### config.mk
export PLATFORM = sky130hd
export DESIGN_NAME = pc_unit
export DESIGN_NICKNAME = d
export VERILOG_FILES = /design/src/rtl/rv32i_pkg.sv /design/src/rtl/pc_unit.sv
export SDC_FILE = /design/constraint.sdc
export NUM_CORES = 1
export LEC_CHECK = 0
export CORE_MARGIN = 3
export CORE_UTILIZATION = 42
export DETAILED_ROUTE_END_ITERATION = 10
export GPL_TIMING_DRIVEN = 0
export HOLD_SLACK_MARGIN = 0.05
export PLACE_DENSITY = 0.83
export SYNTH_ARGS = -nofsm -noshare
export SYNTH_HDL_FRONTEND = slang
export SYNTH_SLANG_ARGS = --single-unit
### constraint.sdc
create_clock -name clk -period 2.3 [get_ports clk]
set_input_delay 0.575 -clock clk [delete_from_list [all_inputs] [get_ports clk]]
set_output_delay 0.575 -clock clk [all_outputs]
set_load 0.005 [all_outputs]
### src/rtl/rv32i_pkg.sv
// Shared RV32I definitions used by the fetch-side units.
// Holds the PC FSM encoding and PC-related constants.
package rv32i_pkg;

   typedef enum logic [1:0] {
      RUN   = 2'd0,
      HALT  = 2'd1,
      FAULT = 2'd2
   } pc_state_t;

   localparam logic [31:0] PC_INC           = 32'd4;
   localparam logic [31:0] DEFAULT_RESET_PC = 32'h0000_0000;

endpackage

### src/rtl/pc_unit.sv
// Program counter unit: sequential fetch, redirects, stall, halt
// and misaligned-target fault detection with a retire counter.
module pc_unit
   import rv32i_pkg::*;
#(
   parameter logic [31:0] RESET_PC = DEFAULT_RESET_PC
) (
   input  logic        clk,
   input  logic        rst,
   input  logic        NextPCSrc,
   input  logic [31:0] alu_res,
   input  logic        stall,
   input  logic        halt_req,
   output logic [31:0] pc,
   output logic [31:0] pc_plus4,
   output logic        halted,
   output logic        misaligned,
   output logic [31:0] fault_addr,
   output logic [31:0] retired
);

   pc_state_t   state;
   pc_state_t   state_n;
   logic [31:0] pc_n;
   logic [31:0] retired_n;
   logic [31:0] fault_n;
   logic [31:0] target;

   assign pc_plus4   = pc + PC_INC;
   assign halted     = (state != RUN);
   assign misaligned = (state == FAULT);

   // Next-state and next-pc selection; bit 0 of the target is
   // dropped before the alignment check, so only bit 1 can fault.
   always_comb begin
      state_n   = state;
      pc_n      = pc;
      retired_n = retired;
      fault_n   = fault_addr;
      target    = alu_res & ~32'd1;
      case (state)
         RUN: begin
            if (!stall) begin
               if (halt_req) begin
                  state_n = HALT;
               end else if (NextPCSrc && target[1]) begin
                  state_n = FAULT;
                  fault_n = target;
               end else begin
                  pc_n      = NextPCSrc ? target : pc_plus4;
                  retired_n = retired + 32'd1;
               end
            end
         end
         HALT, FAULT: begin
            state_n = state;
         end
         default: begin
            state_n = RUN;
         end
      endcase
   end

   // State register with synchronous reset taking priority.
   always_ff @(posedge clk) begin
      if (rst) begin
         state      <= RUN;
         pc         <= RESET_PC;
         retired    <= 32'd0;
         fault_addr <= 32'd0;
      end else begin
         state      <= state_n;
         pc         <= pc_n;
         retired    <= retired_n;
         fault_addr <= fault_n;
      end
   end

endmodule

==> run metrics, run 1 <==
core box area 0.01156 sq mm; Largest delay share family, worst path simple AND/OR/NAND/NOR gates; Simple-Gate Fraction of Synth Area 28.80%; via/cell ratio roughly 6.2; hold_ws 454.8 ps; worst-path fanout max 7; Clock Path Buffers 2; DIE AREA 0.01329 sq mm; Power Total 3.873 mW; Compound-Gate Fraction of Synth Area roughly 17%; Fillers ~810; GRT Overall Usage 28.90%; antenna violations before repair 0; CP required 1730 ps; FF-to-FF Start pc[26]$_SDFFE_PP0P_; Die Y 115.3 microns; CP arrival around 2300 ps; failing checks setup timing; DP Wirelength 12150 microns; fmax around 350 MHz; Placement Setup Slack -940.2 ps; P&R area growth vs syn 62.07%; #FFs+latches synth 96; Power Dens Cells 476.3 mW/mm^2; distinct cell type count after synthesis 56; footprint of the multi-input gates around 0.0032 sq mm; Num CTS Buffers 9; total grt overflow 0; Crit. Startpoint pc[26]$_SDFFE_PP0P_; n_diodes 0; routed wire length ~22000 microns; R2R cell count 10; CTS tree yes; main area contributors after synthesis dfxtp_1 38%, nand2_1 7.7%, a21oi_1 6.1%, xnor2_1 5.1%, xor2_1 4.4%; final setup skew approximately 12 ps; Max VDD drop 0.0003849 V; fin cells 1041; outcome finished, violations left; Setup CP Type flip-flop to output port; Pleak 3.287 nW; Yosys top cell area share 38.30%; min-delay worst type flip-flop to flip-flop; Cells after Synth between 600 and 700; syn_area_per_cell approximately 7.8 sq um; post-synthesis mux area share 0.1995%; largest net degree at the start of global routing 16; RSZ-0062 raised after global routing true; Mapped Area 0.005017 sq mm; ys async rst share 0%; Nets 934; clock slew at reported path FFs ~70 ps; Ports 167; number of I/O port buffers 162; Max-Slew Margin vs Limit between 40% and 50%; Initial DRC Count 1132; max-slew violation count 0; endpoints failing hold 0; worst slew pin tran 765.6 ps; Yosys Warn Count 0; CP max-delay cell dfxtp_1; Core Util, Final between 70% and 80%; Setup-failing EPs final 30; Clock Sinks 96; main combinational cell family by area after synthesis simple AND/OR/NAND/NOR gates; Die W 115.3 microns; CP cell instances nand4_1 -> nor2_2 -> nand3_1 -> xnor2_1 -> dlygate4sd2_1; Remaining DRCs 0; slowest stage delay, CP 530 ps; hold path startpoint fault_addr[2]$_SDFFE_PP0P_; vias in the first global route ~5600; critical path endpoint category output port; area share of fa/ha/maj cells after synthesis 0.9975%; min setup slack post-route -556.7 ps; Hold Crit Depth 2; Synth Area in XOR/XNOR 9.426%; CP Buf/Inv Count 1; post-synthesis sequential area ratio between 30% and 40%; effective utilization at floorplan 43.38%; wire per inst 21.30 microns; Final ANT Viol Nets 0; first-pass GRT wire length around 30000 microns; share of layout cells above drive strength 1 24.72%; MaxCap Viol Count 0; FP Rows 39; fin crit share 124.2%; H-tree levels 3; Synth area leader dfxtp_1; R2R Path End pc[29]$_SDFFE_PP0P_; CP startpoint kind flip-flop; min Tclk post-route 2857 ps; placed cells 951; worst-skew pair later-pin latency 350 ps; Worst Hold End fault_addr[2]$_SDFFE_PP0P_; r2r setup slk -180 ps; Main synth FF type dfxtp_1; Root Driver clkbuf_16; EDFF count, synth 0; Sequential Area 0.001988 sq mm; DR vias approximately 6400; drt pass-1 iters 8; gp weighted congestion 0.9266
-- cell usage after synthesis, types with 6 or more instances --
master	count
or3_1	6
clkbuf_1	27
nand2b_1	9
o311ai_1	6
xnor2_1	29
nand2_1	103
buf_2	9
inv_1	12
and2_1	7
nor2_1	57
nor4_1	6
nor3_1	11
and4_1	9
and3_1	10
dfxtp_1	96
nand4_1	24
nand3_1	29
a21oi_1	61
a31oi_1	19
xor2_1	25
o21ai_0	26
o31ai_1	8
-- worst max-delay path by stage --
stage / end / slack, ps / cells after the start
floorplan: pc_plus4[19] / 6 / 6
global placement: pc_plus4[16] / -920 / 6
detailed placement: pc_plus4[30] / -940 / 8
CTS: pc_plus4[31] / -460 / 7
global route: pc_plus4[30] / -540 / 5
finish: pc_plus4[30] / -560 / 5
-- cell families after synthesis --
family          after synthesis
simple gates                287
compound gates              143
flops                        96
buf+inv                      58
xor+xnor                     54
fa+ha+maj                     4
other cells                   1
mux                           1
-- state kept, by name (all words and copies together) (netlist names) --
signal	cells
retired	32
pc	31
fault_addr	31
state	2
-- power breakdown --
| group | switching [mW] | leakage (nW) | internal (mW) |
|---|---|---|---|
| Clock | 0.690 | 0.135 | 0.795 |
| Combinational | 0.333 | 2.36 | 0.299 |
| Sequential | 0.0606 | 0.791 | 1.70 |
| Total | 1.08 | 3.29 | 2.79 |
-- cell type report --
type / instances / area share (%)
Clock buffer: 12 / 3.154
Sequential cell: 96 / 24.45
Timing Repair Buffer: 243 / 27.23
Tap cell: 143 / 2.200
Buffer: 38 / 2.647
Clock inverter: 4 / 0.3539
Inverter: 13 / 0.6001
Multi-Input combinational cell: 492 / 39.36
-- layout by cell type (no fill, tap or decap), types with 9 or more instances in the layout --
| master | synthesis | routed |
|---|---|---|
| clkbuf_2 | 1 | 11 |
| clkbuf_1 | 27 | 13 |
| a21oi_1 | 61 | 61 |
| clkdlybuf4s50_1 | 0 | 132 |
| nor2_1 | 57 | 49 |
| nand2_1 | 103 | 95 |
| nand2b_1 | 9 | 9 |
| buf_4 | 4 | 69 |
| nand4_1 | 24 | 24 |
| o21ai_0 | 26 | 26 |
| buf_6 | 2 | 21 |
| dfxtp_1 | 96 | 75 |
| xor2_1 | 25 | 23 |
| xnor2_1 | 29 | 20 |
| dfxtp_4 | 0 | 16 |
| xnor2_2 | 0 | 9 |
| a31oi_1 | 19 | 18 |
| nand3_1 | 29 | 25 |
| nor3_1 | 11 | 10 |
| buf_2 | 9 | 21 |
| clkbuf_16 | 0 | 9 |
| inv_1 | 12 | 10 |
-- through the flow --
| step | setup TNS [ps] | instance area, sq um |
|---|---|---|
| final | -6703 | 8132 |
| after global routing | -7792 | 8132 |
| after CTS | -5310 | 7856 |
| after detailed placement | -49570 | 6854 |
| after global placement | -49520 | 6854 |
| after floorplan | 0 | 5054 |
-- worst min-delay path: stages, from the launching register on --
cell,delay [ps]
dfxtp_1,310
nand2_1,50
a21oi_1,50
-- per-layer routing --
metal | part of all wire (%) | vias to the layer above | GRT usage (%)
met4 | 7.8 | 0 | 15.88
met5 | 0 | - | 0
met3 | 13 | 192 | 6.737
li1 | - | 2763 | -
met1 | 36 | 2874 | 35.93
met2 | 43 | 613 | 46.22
-- timing repair --
action | 4_1_cts | 5_1_grt
pin swaps | 33 | 27
gates resized for setup | 171 | 70
endpoints found under the setup margin | 106 | 89
hold buffers | 0 | 0
setup buffers | 63 | 26
hold endpoints to repair | 0 | 0
(Power assumes the default switching activity.)
==> inputs of run 2 (changes only) <==
- CTS_CLUSTER_SIZE: unset -> 12
==> results of run 2 <==
No change in the layout: final DEF, timing and power equal those of run 1.
